===== src/rtl/mul_seq_if.sv =====
// Execute-stage multiply bus: issue, operands and flush in; stall, status and result out.
interface mul_seq_if #(
  parameter int unsigned XLEN = 32
);
  logic            StartE;
  logic [1:0]      MulOpE;
  logic [XLEN-1:0] SrcAE;
  logic [XLEN-1:0] SrcBE;
  logic [XLEN-1:0] SrcCE;
  logic            FlushE;
  logic            StallMul;
  logic            Busy;
  logic            Done;
  logic [XLEN-1:0] ResultLo;
  logic [XLEN-1:0] ResultHi;

  modport master (
    output StartE, MulOpE, SrcAE, SrcBE, SrcCE, FlushE,
    input  StallMul, Busy, Done, ResultLo, ResultHi
  );

  modport slave (
    input  StartE, MulOpE, SrcAE, SrcBE, SrcCE, FlushE,
    output StallMul, Busy, Done, ResultLo, ResultHi
  );
endinterface


===== src/rtl/mul_seq.sv =====
// Radix-2 shift-add multiply sequencer (MUL/MLA/UMULL/SMULL), XLEN+2 cycles from accept to Done.
// SMULL runs on magnitudes and fixes the sign in the FIN cycle.
module mul_seq #(
  parameter int unsigned XLEN = 32
) (
  input  logic      clk,
  input  logic      reset,
  mul_seq_if.slave  bus
);
  localparam int unsigned CntW = $clog2(XLEN) + 1;
  localparam int unsigned PW   = 2 * XLEN;

  typedef enum logic [1:0] {StIdle, StRun, StFin, StDone} state_e;

  state_e          r_state, w_state_next;
  logic [CntW-1:0] r_count;
  logic [PW-1:0]   r_acc;
  logic [PW-1:0]   r_mcand;
  logic [XLEN-1:0] r_mplier;
  logic [XLEN-1:0] r_srcc;
  logic [XLEN-1:0] r_lo;
  logic [XLEN-1:0] r_hi;
  logic [1:0]      r_op;
  logic            r_neg;
  logic            r_done;

  logic            w_accept;
  logic            w_busy;
  logic            w_last;
  logic            w_signed;
  logic [XLEN-1:0] w_mag_a;
  logic [XLEN-1:0] w_mag_b;
  logic [PW-1:0]   w_prod;
  logic [XLEN-1:0] w_lo_next;
  logic [XLEN-1:0] w_hi_next;

  assign w_accept = (r_state == StIdle) && bus.StartE && !bus.FlushE;
  assign w_busy   = (r_state == StRun) || (r_state == StFin);
  assign w_last   = (r_count == CntW'(XLEN - 1));

  // 2^(XLEN-1) negates to itself, which is the correct unsigned magnitude.
  assign w_signed = (bus.MulOpE == 2'b11);
  assign w_mag_a  = (w_signed && bus.SrcAE[XLEN-1]) ? (~bus.SrcAE + XLEN'(1)) : bus.SrcAE;
  assign w_mag_b  = (w_signed && bus.SrcBE[XLEN-1]) ? (~bus.SrcBE + XLEN'(1)) : bus.SrcBE;

  always_comb begin
    w_prod    = r_acc;
    w_lo_next = '0;
    w_hi_next = '0;
    if (r_op == 2'b11 && r_neg) begin
      w_prod = ~r_acc + PW'(1);
    end
    unique case (r_op)
      2'b00: w_lo_next = w_prod[XLEN-1:0];
      2'b01: w_lo_next = w_prod[XLEN-1:0] + r_srcc;
      default: begin
        w_lo_next = w_prod[XLEN-1:0];
        w_hi_next = w_prod[PW-1:XLEN];
      end
    endcase
  end

  always_comb begin
    w_state_next = r_state;
    unique case (r_state)
      StIdle: if (w_accept) w_state_next = StRun;
      StRun: begin
        if (bus.FlushE)  w_state_next = StIdle;
        else if (w_last) w_state_next = StFin;
      end
      StFin:  w_state_next = bus.FlushE ? StIdle : StDone;
      StDone: w_state_next = StIdle;
      default: w_state_next = StIdle;
    endcase
  end

  always_ff @(posedge clk) begin
    if (reset) begin
      r_state  <= StIdle;
      r_count  <= '0;
      r_acc    <= '0;
      r_mcand  <= '0;
      r_mplier <= '0;
      r_srcc   <= '0;
      r_lo     <= '0;
      r_hi     <= '0;
      r_op     <= '0;
      r_neg    <= 1'b0;
      r_done   <= 1'b0;
    end else begin
      r_state <= w_state_next;
      r_done  <= 1'b0;
      unique case (r_state)
        StIdle: begin
          if (w_accept) begin
            r_count  <= '0;
            r_acc    <= '0;
            r_mcand  <= {{XLEN{1'b0}}, w_mag_a};
            r_mplier <= w_mag_b;
            r_srcc   <= bus.SrcCE;
            r_op     <= bus.MulOpE;
            r_neg    <= w_signed && (bus.SrcAE[XLEN-1] ^ bus.SrcBE[XLEN-1]);
          end
        end
        StRun: begin
          if (!bus.FlushE) begin
            if (r_mplier[0]) r_acc <= r_acc + r_mcand;
            r_mcand  <= r_mcand << 1;
            r_mplier <= r_mplier >> 1;
            r_count  <= r_count + CntW'(1);
          end
        end
        StFin: begin
          if (!bus.FlushE) begin
            r_lo   <= w_lo_next;
            r_hi   <= w_hi_next;
            r_done <= 1'b1;
          end
        end
        default: ;
      endcase
    end
  end

  // Accept term is combinational so the pipeline holds in the accept cycle itself.
  assign bus.StallMul = (w_accept && !reset) || w_busy;
  assign bus.Busy     = w_busy;
  assign bus.Done     = r_done;
  assign bus.ResultLo = r_lo;
  assign bus.ResultHi = r_hi;
endmodule


===== src/flat_wrapper.sv =====
// flat-port wrapper written by rule: the top's interface ports become plain ports
module mul_seq_flat 
#(
  parameter int unsigned XLEN = 32
)
  (clk, reset, bus_StartE, bus_MulOpE, bus_SrcAE, bus_SrcBE, bus_SrcCE, bus_FlushE, bus_StallMul, bus_Busy, bus_Done, bus_ResultLo, bus_ResultHi);
  mul_seq_if #(.XLEN(XLEN)) bus_i ();
  input  logic clk;
  input  logic reset;
  input wire logic [$bits(bus_i.StartE)-1:0] bus_StartE;
  input wire logic [$bits(bus_i.MulOpE)-1:0] bus_MulOpE;
  input wire logic [$bits(bus_i.SrcAE)-1:0] bus_SrcAE;
  input wire logic [$bits(bus_i.SrcBE)-1:0] bus_SrcBE;
  input wire logic [$bits(bus_i.SrcCE)-1:0] bus_SrcCE;
  input wire logic [$bits(bus_i.FlushE)-1:0] bus_FlushE;
  output wire logic [$bits(bus_i.StallMul)-1:0] bus_StallMul;
  output wire logic [$bits(bus_i.Busy)-1:0] bus_Busy;
  output wire logic [$bits(bus_i.Done)-1:0] bus_Done;
  output wire logic [$bits(bus_i.ResultLo)-1:0] bus_ResultLo;
  output wire logic [$bits(bus_i.ResultHi)-1:0] bus_ResultHi;
  assign bus_i.StartE = bus_StartE;
  assign bus_i.MulOpE = bus_MulOpE;
  assign bus_i.SrcAE = bus_SrcAE;
  assign bus_i.SrcBE = bus_SrcBE;
  assign bus_i.SrcCE = bus_SrcCE;
  assign bus_i.FlushE = bus_FlushE;
  assign bus_StallMul = bus_i.StallMul;
  assign bus_Busy = bus_i.Busy;
  assign bus_Done = bus_i.Done;
  assign bus_ResultLo = bus_i.ResultLo;
  assign bus_ResultHi = bus_i.ResultHi;
  mul_seq #(.XLEN(XLEN)) u_core (.clk(clk), .reset(reset), .bus(bus_i));
endmodule

===== config.mk =====
export PLATFORM = sky130hd
export DESIGN_NAME = mul_seq_flat
export DESIGN_NICKNAME = d
export VERILOG_FILES = /design/src/rtl/mul_seq_if.sv /design/src/rtl/mul_seq.sv /design/src/flat_wrapper.sv
export SDC_FILE = /design/constraint.sdc
export NUM_CORES = 1
export LEC_CHECK = 0
export ABC_AREA = 1
export BUFFER_PORTS_ARGS = -buffer_cell sky130_fd_sc_hd__buf_2
export CORE_ASPECT_RATIO = 1.2
export CORE_MARGIN = 5
export CORE_UTILIZATION = 25
export DETAILED_ROUTE_END_ITERATION = 7
export SLEW_MARGIN = 0
export SYNTH_ARGS = -nofsm -noshare
export SYNTH_HDL_FRONTEND = slang
export SYNTH_SLANG_ARGS = --single-unit

===== constraint.sdc =====
create_clock -name clk -period 3.35 [get_ports clk]
set_input_delay 0.5025 -clock clk [delete_from_list [all_inputs] [get_ports clk]]
set_output_delay 0.5025 -clock clk [all_outputs]
set_load 0.01 [all_outputs]

Yosys cells after proc, flatten, opt, wreduce, memory -nomap -nowiden
Index checks and enable logic that the tools add are counted.
Widths: inputs -> output; s select.
{"block": "classes", "n_mux": 24, "bitwise_logic": 6, "addsub": 6, "eq_ne": 11, "n_reduce_logical": 21}
{"op": "$mux 64", "count": 6}
{"op": "$pmux 64 s2", "count": 2}
{"op": "$mux 32", "count": 6}
{"op": "$add 32x1->32 const B", "count": 2}
{"op": "$add 64x1->64 const B", "count": 1}
{"op": "$add 64x64->64", "count": 1}
{"op": "$not 32->32", "count": 2}
{"op": "$not 64->64", "count": 1}
{"op": "$pmux 32 s2", "count": 1}
{"op": "$add 32x32->32", "count": 1}
{"op": "$mux 6", "count": 2}
{"op": "$pmux 6 s2", "count": 1}
{"op": "$eq 2x2->1 const B", "count": 4}
{"op": "$mux 2", "count": 4}
{"op": "$pmux 2 s4", "count": 1}
{"op": "$logic_and 1x1->1", "count": 7}
{"op": "$add 6x1->6 const B", "count": 1}
{"op": "$eq 6x5->1 const B", "count": 1}
{"op": "$reduce_and 2->1", "count": 3}
{"op": "$eq 2x1->1 const B", "count": 2}
{"op": "$logic_not 2->1", "count": 2}
{"op": "$ne 2x1->1 const B", "count": 2}
{"op": "$reduce_and 4->1", "count": 1}
{"op": "$reduce_or 2->1", "count": 2}
{"op": "other kinds (9)", "count": 12}
{"block": "word_totals", "word_cells": 79, "register_bits": 268, "in_bits": 102}

Logic depth before layout (Yosys ltp)
{"block": "logic_depth", "ltp_word": 5, "ltp_mapped": 25, "depth_no_buf": 25}

Worst setup path after synthesis
OpenSTA, ideal clock, no wires.
{"block": "synth_timing", "path_type": "flip-flop to flip-flop", "from": "register u_core.r_acc[1]", "to": "register u_core.r_lo[26], in the netlist u_core.bus.ResultLo[26]", "arrival_time_ns": 2.762, "synth_period_minus_slack_ns": 2.879, "stages_incl_launch_ff": 23, "path_slack_ns": 0.471, "cell_sequence": "dfxtp_1 -> inv_1 -> ha_1 -> nand3_2 -> nor2_4 -> inv_2 -> nor2_2 -> nand3_1 -> nand2_1 -> nand3_1 -> and2_1 -> ha_1 -> inv_1 -> nor3_1 -> nand2_1 -> nor2_1 -> nand2_1 -> nand3_1 -> nand2_1 -> nand2_1 -> nor2_1 -> nor2_1 -> nor2_1"}
{"block": "synth_between", "elab_chain_len": 5}
{"element": "from (decl)", "line": "mul_seq.sv:17", "rtl": "logic [PW-1:0] r_acc;"}
{"element": "from (signal assigned)", "line": "mul_seq.sv:107", "rtl": "if (r_mplier[0]) r_acc <= r_acc + r_mcand;"}
{"element": "$not 64->64", "line": "mul_seq.sv:51", "rtl": "w_prod = ~r_acc + PW'(1);"}
{"element": "$add 64x1->64", "line": "mul_seq.sv:51"}
{"element": "$mux 64 (*)", "line": "mul_seq.sv:50", "rtl": "if (r_op == 2'b11 && r_neg) begin"}
{"element": "$add 32x32->32", "line": "mul_seq.sv:55", "rtl": "2'b01: w_lo_next = w_prod[XLEN-1:0] + r_srcc;"}
{"element": "$mux 32 (*)", "line": "mul_seq.sv:53", "rtl": "unique case (r_op)"}
{"element": "to (signal assigned)", "line": "mul_seq.sv:115", "rtl": "r_lo <= w_lo_next;"}
{"element": "to (decl)", "line": "mul_seq.sv:21", "rtl": "logic [XLEN-1:0] r_lo;"}
Every way passes the cells marked *; elsewhere a longest branch is shown, timed or not.
A chain may end at the register's enable or synchronous reset.

Worst setup path in the final report
{"block": "layout_timing", "from": "register u_core.r_acc[1]", "to": "register u_core.r_lo[15], in the netlist u_core.bus.ResultLo[15]"}
Same word-level chain as after synthesis.

==> run metrics <==
Cell variety after synth 50; unrepaired setup endpoints after global routing yes; largest net degree at the start of global routing around 190; core area 89200 um^2; Reg2Reg Depth 18; Seq/Total Area, Yosys between 20% and 30%; hold wc startpoint reset; Final Power ~11 mW; Area Growth Syn to Fin 16.7%; worst vdd ir 0.254 mV; # rows 120; Synth Instances roughly 4000; Final period util about 94%; Yosys reg bits approximately 270; syn_nets 4184; crit path kind register to register; initial DRC count roughly 1600; Worst Hold Depth 2; input/output buffers about 170; clk_lat worst skew between 0.5 and 0.6 ns; simple logic cell fraction of the synthesized area approximately 40%; commonest cells in the synthesized netlist nand2_1 (1333), inv_1 (528), nor2_1 (459); vias in the first global route between 20000 and 25000; top cells by area, synth dfxtp_1 (24%), nand2_1 (22%), inv_1 (8.8%), a21oi_1 (8.4%), nor2_1 (7.7%); post-detail-place hpwl around 70 mm; worst rel slew slack between 20% and 30%; CP Max Fanout 5; first-pass GRT wire length 135 mm; DRT Pass-1 Iters 5; ys flop type dfxtp_1; clock buffer depth 3; io pins 169; most common cell in the synthesized netlist nand2_1; CP endpoint kind register; DRC Markers 0; Reg clk slew, reported paths 0.06 ns; full die area 95800 um^2; setup violators final 0; Post-synth EDFFs 0; Core Util, Final roughly 29%; post-synthesis adder-cell area fraction 6.26%; Setup TNS 0 ns; count of final hold-check violations 0; XOR/XNOR share of the synthesized area under 10%; gp weighted congestion ~0.95; Synth area leader dfxtp_1; Final Critical Period about 3.1 ns; Final ANT Viol Nets 0; Overflow after GRT 0; FF-to-FF setup slack between 0.2 and 0.25 ns; Die H approximately 340 um; CP required between 3 and 4 ns; Worst Hold Class input pin to register; filler cell count just over 10000; GRT Util Overall between 10% and 20%; FF-to-FF End u_core.bus.ResultLo[15]$_SDFFE_PP0P_; Mean Syn Cell Area 5.65 um^2; maxcap violations 0; Pleak approximately 13 nW; Post-Route Skew roughly 0.025 ns; drt wl/cell ~17 um; actual slew at the worst max-slew pin about 1.1 ns; Worst Path Arrival between 3 and 4 ns; share of the synthesized area in the top cell type roughly a quarter; Synth Warn # 0; Cell Area, Synth around 22000 um^2; fmax 318 MHz; Starting Density between 20% and 30%; Post-Route WL between 80 and 90 mm; status completed; setup ws final 0.210 ns; fraction of layout cells with a size suffix above 1 under 10%; Cell Pwr Density between 400 and 500 nW/um^2; Hold Buf Count CTS 0; compound-cell area share of the yosys netlist between 15 and 20%; post-synthesis mux area share 0%; hold path endpoint u_core.r_mplier[21]$_SDFFE_PP0P_; H-tree level count 2; Placement Setup Slack approximately 0.022 ns; reg-to-reg startpoint u_core.r_acc[1]$_SDFFE_PP0P_; Inserted Clock Buffers 35; Avg Vias per Cell 4.72; final slew viol count 0; initial antenna violation count 2; Nets roughly 4300; CTS tree yes; FFs w/ async S/R, synth 0%; clock root cell clkbuf_16; via count 25000; Startpoint Class register; DIE WIDTH roughly 280 um; clock tree sinks approximately 270; largest family of logic cells by synthesized area simple AND/OR/NAND/NOR gates
[cells in the final DEF, fill, tap and decap left out, drive strengths merged, types with 8 or more instances in the layout]
master  Yosys  final
or2        15     15
inv       541    543
and2        8      8
buf        50    231
xnor2       9      9
nand3b     14     14
clkinv      3     11
o211ai     34     34
o21bai     10     10
nand3     271    271
ha        109    109
nand4      47     47
a21oi     377    377
nor3       41     41
clkbuf     73     44
nor2      484    484
dfxtp     268    268
a21boi     10     10
nand2    1344   1344
xor2       36     36
o21ai     198    198
[worst max-delay path, cell delays in order (launching register included)]
cell and delay, ns:
dfxtp_1 0.31, inv_1 0.08, ha_2 0.21, nand3_4 0.14
nor2_4 0.12, inv_2 0.06, nor2_2 0.11, nand2_1 0.09
nand2_2 0.09, o21ai_1 0.08, xor2_1 0.22, ha_1 0.33
a21oi_1 0.22, o21ai_0 0.19, a21oi_1 0.16, nand2_1 0.16
or2_2 0.31, nand3_1 0.07, a21oi_1 0.06
[cell families after synthesis]
logic type      Yosys count
fa+ha+maj               111
simple gates           2228
compound gates          652
xor+xnor                 45
flops                   268
buf+inv                 667
[registers in the layout, indices dropped and copies added, names as in the netlist]
name and flops:
u_core.bus.Done 1, u_core.r_neg 1, u_core.bus.ResultHi 32, u_core.r_op 2
u_core.r_state 2, u_core.r_count 6, u_core.r_srcc 32, u_core.r_mcand 64
u_core.bus.ResultLo 32, u_core.r_mplier 32, u_core.r_acc 64
[per-layer routing]
layer	track usage (%)	share of wire (%)	vias up	routed length, um
met5	0	0	-	0
met4	7.78	4.8	0	4240
met3	1.93	3.9	165	3390
met2	32.7	50	599	43600
met1	20.6	42	11300	36700
li1	-	-	12900	-
[what timing repair did]
item	CTS	global route
setup buffers	0	0
endpoints found under the setup margin	0	15
resized for setup	0	45
[power by group]
group,total [mW],internal (mW),leakage [nW],switching (mW)
clock network,4.12,2.53,0.608,1.59
registers,3.78,3.50,2.17,0.277
logic,2.83,0.890,10.5,1.94
total,10.7,6.93,13.3,3.81
[final cells by class]
type                       instances  area (um^2)  area share [%]
clock buffer                      44          971            3.71
multi-input combinational       3036        14700            56.1
sequential                       268         5370            20.5
inverter                         544         2050            7.82
antenna                            1         2.50         0.00957
clock inverter                    18          278            1.06
timing repair buffer             231         1370            5.24
tap                             1159         1450            5.54
[metrics by stage]
stage          hold WS, ns  area (um^2)  instances
6_report             0.168        26200       5301
5_1_grt              0.148        26200       5300
4_1_cts              0.129        26000       5300
3_5_place_dp         0.452        24700       5238
3_3_place_gp         0.451        24700       5238
2_1_floorplan        0.441        22400       3971
[worst max-delay path by stage]
stage | start | to | slack, ns
after CTS | u_core.r_acc[18]$_SDFFE_PP0P_ | u_core.bus.ResultLo[30]$_SDFFE_PP0P_ | 0.008
after floorplan | u_core.r_acc[1]$_SDFFE_PP0P_ | u_core.bus.ResultLo[26]$_SDFFE_PP0P_ | 0.47
after global placement | u_core.r_acc[18]$_SDFFE_PP0P_ | u_core.bus.ResultLo[29]$_SDFFE_PP0P_ | 0.006
final | u_core.r_acc[1]$_SDFFE_PP0P_ | u_core.bus.ResultLo[15]$_SDFFE_PP0P_ | 0.21
after detailed placement | u_core.r_acc[18]$_SDFFE_PP0P_ | u_core.bus.ResultLo[30]$_SDFFE_PP0P_ | 0.02
after global routing | u_core.r_acc[22]$_SDFFE_PP0P_ | u_core.bus.ResultLo[30]$_SDFFE_PP0P_ | 0.002
(Power assumes the default switching activity.)
